### config.mk
export PLATFORM = sky130hd
export DESIGN_NAME = token_fifo
export DESIGN_NICKNAME = d
export VERILOG_FILES = /design/src/rtl/ddcpu_pkg.sv /design/src/rtl/token_fifo_mem.sv /design/src/rtl/token_fifo.sv
export SDC_FILE = /design/constraint.sdc
export NUM_CORES = 1
export LEC_CHECK = 0
export CORE_UTILIZATION = 55
export CTS_BUF_LIST = sky130_fd_sc_hd__clkbuf_4
export CTS_CLUSTER_SIZE = 12
export DETAILED_ROUTE_END_ITERATION = 6
export PLACE_DENSITY = 0.78
export SYNTH_ARGS = -nofsm -noshare
export SYNTH_HDL_FRONTEND = slang
export SYNTH_SLANG_ARGS = --single-unit
### constraint.sdc
create_clock -name clk -period 4.72 [get_ports clk]
set_input_delay 0.472 -clock clk [delete_from_list [all_inputs] [get_ports clk]]
set_output_delay 0.472 -clock clk [all_outputs]
set_load 0.005 [all_outputs]
### src/rtl/ddcpu_pkg.sv
// ddcpu_pkg
//  Shared definitions for the dataflow CPU interconnect and its buffers.
//  TOKEN_WIDTH        : width of a token on the merged interconnect output
//  FIFO_DEFAULT_DEPTH : default number of entries in a token buffer
//  token_t            : one token as carried on the interconnect
package ddcpu_pkg;

  localparam int TOKEN_WIDTH        = 32;
  localparam int FIFO_DEFAULT_DEPTH = 8;

  typedef logic [TOKEN_WIDTH-1:0] token_t;

endpackage

### src/rtl/token_fifo_mem.sv
// token_fifo_mem
//  DEPTH x DATA_WIDTH register array backing the token FIFO. One synchronous
//  write port, one asynchronous (combinational) read port, no reset: contents
//  are only meaningful where the FIFO pointers say a token lives.
//  Ports:
//   clk   in  1           rising-edge clock
//   we    in  1           write enable
//   waddr in  ADDR_WIDTH  write address
//   wdata in  DATA_WIDTH  write data
//   raddr in  ADDR_WIDTH  read address
//   rdata out DATA_WIDTH  contents at raddr, combinational
module token_fifo_mem #(
  parameter int DATA_WIDTH = 32,
  parameter int DEPTH      = 8,
  parameter int ADDR_WIDTH = 3
) (
  input  logic                  clk,
  input  logic                  we,
  input  logic [ADDR_WIDTH-1:0] waddr,
  input  logic [DATA_WIDTH-1:0] wdata,
  input  logic [ADDR_WIDTH-1:0] raddr,
  output logic [DATA_WIDTH-1:0] rdata
);

  logic [DATA_WIDTH-1:0] mem [DEPTH];

  always_ff @(posedge clk) begin
    if (we) begin
      mem[waddr] <= wdata;
    end
  end

  assign rdata = mem[raddr];

endmodule

### src/rtl/token_fifo.sv
// token_fifo
//  Elastic token buffer on the merged output of the N:1 interconnect. Absorbs
//  bursts so the interconnect does not stall on a slow consumer. receive_ready
//  comes only from registered pointer state, so there is no combinational path
//  from send_ready back to the upstream side.
//  Optional feature macro: TOKEN_FIFO_BYPASS_EN -- when the buffer is empty a
//  token offered with send_ready high passes straight through in the same cycle
//  without being stored. Default build (macro undefined): no bypass, minimum
//  latency of one cycle, no combinational path receive_* -> send_*.
//  Ports:
//   clk           in  1            rising-edge clock
//   rst_n         in  1            async active-low reset
//   receive_valid in  1            upstream token valid
//   receive_data  in  DATA_WIDTH   upstream token
//   receive_ready out 1            buffer not full
//   send_valid    out 1            token available downstream
//   send_data     out DATA_WIDTH   head token
//   send_ready    in  1            downstream accepts
//   count         out ADDR_WIDTH+1 entries held, 0..DEPTH
module token_fifo
  import ddcpu_pkg::*;
#(
  parameter int DATA_WIDTH = TOKEN_WIDTH,
  parameter int DEPTH      = FIFO_DEFAULT_DEPTH,
  parameter int ADDR_WIDTH = 3
) (
  input  logic                  clk,
  input  logic                  rst_n,
  input  logic                  receive_valid,
  input  logic [DATA_WIDTH-1:0] receive_data,
  output logic                  receive_ready,
  output logic                  send_valid,
  output logic [DATA_WIDTH-1:0] send_data,
  input  logic                  send_ready,
  output logic [ADDR_WIDTH:0]   count
);

  // Refuse to build with a depth that the pointer width cannot describe.
  generate
    if ((DEPTH < 2) || (DEPTH != (1 << ADDR_WIDTH))) begin : g_bad_cfg
      $error("token_fifo: DEPTH must be a power of two >= 2 equal to 2**ADDR_WIDTH");
    end
  endgenerate

  localparam logic [ADDR_WIDTH:0] PTR_ONE = 1;

  // Pointers carry one extra wrap bit above the address so that full and
  // empty can be told apart when the addresses coincide.
  logic [ADDR_WIDTH:0]   wr_ptr;
  logic [ADDR_WIDTH:0]   rd_ptr;
  logic [ADDR_WIDTH-1:0] wr_addr;
  logic [ADDR_WIDTH-1:0] rd_addr;
  logic                  empty;
  logic                  full;
  logic                  push;
  logic                  pop;
  logic                  bypass;
  logic [DATA_WIDTH-1:0] mem_rdata;

  assign wr_addr = wr_ptr[ADDR_WIDTH-1:0];
  assign rd_addr = rd_ptr[ADDR_WIDTH-1:0];
  assign empty   = (wr_ptr == rd_ptr);
  assign full    = (wr_addr == rd_addr) && (wr_ptr[ADDR_WIDTH] != rd_ptr[ADDR_WIDTH]);

  // Pointer difference modulo 2*DEPTH is exactly the occupancy.
  assign count         = wr_ptr - rd_ptr;
  assign receive_ready = !full;

`ifdef TOKEN_FIFO_BYPASS_EN
  // While empty, an offered token is presented at once; if the consumer takes
  // it in this cycle it never touches storage, otherwise it is written and
  // stays at the head next cycle.
  assign bypass     = empty && receive_valid && send_ready;
  assign send_valid = !empty || receive_valid;
  assign send_data  = empty ? receive_data : mem_rdata;
`else
  assign bypass     = 1'b0;
  assign send_valid = !empty;
  assign send_data  = mem_rdata;
`endif

  // A bypassed token is consumed directly, so it is neither written nor
  // popped from storage.
  assign push = receive_valid && receive_ready && !bypass;
  assign pop  = !empty && send_ready;

  always_ff @(posedge clk or negedge rst_n) begin
    if (!rst_n) begin
      wr_ptr <= '0;
      rd_ptr <= '0;
    end else begin
      if (push) begin
        wr_ptr <= wr_ptr + PTR_ONE;
      end
      if (pop) begin
        rd_ptr <= rd_ptr + PTR_ONE;
      end
    end
  end

  token_fifo_mem #(
    .DATA_WIDTH(DATA_WIDTH),
    .DEPTH     (DEPTH),
    .ADDR_WIDTH(ADDR_WIDTH)
  ) u_mem (
    .clk  (clk),
    .we   (push),
    .waddr(wr_addr),
    .wdata(receive_data),
    .raddr(rd_addr),
    .rdata(mem_rdata)
  );

endmodule
==> reports/metrics.yaml <==
status: "finished clean"
drive_gt1_share_pct: 28.3
gp_congestion: 0.712
grt_pass1_wl_um: 30100
cts_tree: "yes"
core_mm2: 0.0180
crit_type: "flop to primary output"
dp_cells: 791
num_io_pins: 74
nets: 673
crit_path_top_delay_cell: "dfrtp_4"
min_period_over_period_pct: 77.1
drv_cap: 0
grt.total_usage_pct: 22.0
cp.required_ns: 4.25
async_reset_ff_share_pct: 3.03
synth_top_area_share_pct: 75.7
rsz0062_at_grt: "no"
clock_sinks: 264
cts_made_buffers: 67
die_w_um: 138
layout.cells.non_filler: 904
ys_ff_latch: 264
port_buffers: 73
fp.dieH_um: 138
slowest_delay_ns: 0.87
synth_edf_count: 256
syn_to_final_growth_pct: 18.7
synthFlopType: "edfxtp_1"
cts.repair.resized: 0
wl_per_cell_um: 21.0
irDropWorstVdd_mv: 0.688
htreeDepth: 3
hp-class: "input pin to async pin"
yosysTopAreaCell: "edfxtp_1"
synth.net_count: 535
synth.yosys.seq_area_share_pct: 77.7
cts_setup_buffers: 0
place_hpwl_um: 10700
overflow: 0
setup.worst_path.end_class: "primary output"
cts-root-buf: "clkbuf_4"
drt_iter0_drc: 431
worst_path_most_repeated_cell: "nand2_1"
grt_max_degree: 69
finalHoldViolCount: 0
slew_violations: 0
clockBufferDepth: 3
yosysMostFrequentCell: "edfxtp_1"
antenna_found_initial: 1
synthTopCellsByCount: "edfxtp_1 (256), nand2_1 (100), mux4_2 (64)"
finalCriticalPeriod_ns: 3.64
drc: 0
die_area_mm2: 0.0190
routed_wl_um: 19000
synthesis.area_mm2: 0.0102
vias_per_cell: 5.71
finalClockSkew_ns: 0.0296
grt_pass1_vias: 5713
yosys-top-cells-area: "edfxtp_1 (76%), mux4_2 (14%), nand2_1 (3.7%)"
cp-start-kind: "flop"
arrival_ns: 3.17
hold_buffers: 0
slew_headroom_pct: 34.1
clock_latency_ns: 0.66
syn_area_per_cell_um2: 20.6
row_count: 49
cp_max_fo: 33
finalSetupViolations: 0
max_freq_ghz: 0.275
first_pass_iters: 5
power_density_mw_per_mm2: 629
synth_cell_types: 25
netlist_instances: 493
ff2ff_path_depth: 8
p_leak_nw: 4.13
vias: 5158
start_util_pct: 56.3
antenna_left: 0
fin_setup_tns_ns: 0
clk_pin_slew_ns: 0.07
ys_warn_count: 0
cp_cell_sequence: "buf_4, mux4_2, nand2_1, nand2_1, clkdlybuf4s50_1"
tightest_slew_ns: 0.989
==> through the flow <==
stage	utilization, %	setup WS, ns	hold slack, ns	total power, mW	area (um^2)
detailed placement	62.3	1.53	0.532	5.80	11200
global placement	62.3	1.58	0.523	5.75	11200
CTS	66.8	0.996	0.0807	7.69	12000
floorplan	-	0.319	0.176	4.69	10200
finish	66.8	1.08	0.127	7.58	12000
global route	66.8	0.850	0.0958	8.04	12000
==> path summary, 6_finish.rpt <==
path | startpoint | to | slack [ns]
worst max-delay path | rd_ptr[0] | send_data[24] | 1.08
worst min-delay path | rst_n | wr_ptr[2] | 0.13
worst max register to register | rd_ptr[2] | u_mem.mem[7][11] | 1.49
worst min register to register | rd_ptr[3] | rd_ptr[3] | 0.54
max in group asynchronous | rst_n | rd_ptr[0] | 4.24
min in group clk | send_ready | rd_ptr[2] | 0.48
==> cell families (layout without fill, tap and decap cells) <==
logic type,count (synthesis),in the layout,synth area share (%)
AO/OA/AOI/OAI,4,4,0.246
AND/OR/NAND/NOR,115,115,4.43
multiplexers,66,66,14.4
XOR/XNOR,10,10,0.863
other,0,1,0
adder cells (fa/ha/maj),6,6,0.814
flip-flops,264,264,77.7
buffers and inverters,28,209,1.53
==> sequential cells by signal, summed over array words and instances (netlist names) <==
| register | cells |
|---|---|
| u_mem.mem | 256 |
| wr_ptr | 4 |
| rd_ptr | 4 |
==> layout by cell type, fill, tap and decap left out, drive strengths merged, types with 3 or more instances in the layout <==
| cell | count |
|---|---|
| clkdlybuf4s50 | 73 |
| clkinv | 16 |
| xnor2 | 7 |
| nor2 | 4 |
| nand2 | 100 |
| dfrtp | 8 |
| mux4 | 64 |
| buf | 17 |
| inv | 10 |
| xor2 | 3 |
| edfxtp | 256 |
| ha | 5 |
| nor3 | 4 |
| nand3 | 4 |
| clkbuf | 91 |
==> cell type report <==
cell class	count	area [um^2]
Multi-Input combinational cell	201	2170
Fill cell	1199	5980
Tap cell	229	287
Inverter	7	26.3
Clock buffer	91	683
Antenna cell	1	2.50
Clock inverter	21	133
Timing Repair Buffer	90	858
Sequential cell	264	7890
==> report_power, final <==
part | internal, mW | leakage (nW) | switching (mW) | total, mW
Sequential | 2.98 | 2.42 | 0.203 | 3.18
Combinational | 1.35 | 1.22 | 1.19 | 2.54
Clock | 1.00 | 0.487 | 0.860 | 1.86
==> layer usage <==
layer	up-vias	track usage [%]	wire length [um]
met5	-	0	0
met4	0	10.7	353
met3	32	5.15	1310
met2	230	34.7	9410
met1	2626	29.0	7910
li1	2270	-	-
==> worst max-delay path: cells and delay by family, from the launching register on <==
kind	cells	cell delay, ns
muxes	1	0.54
and+or+nand+nor	2	0.21
buffers and inverters	2	0.89
DFF	1	0.87
No activity file was read; power rests on OpenSTA's default activity.
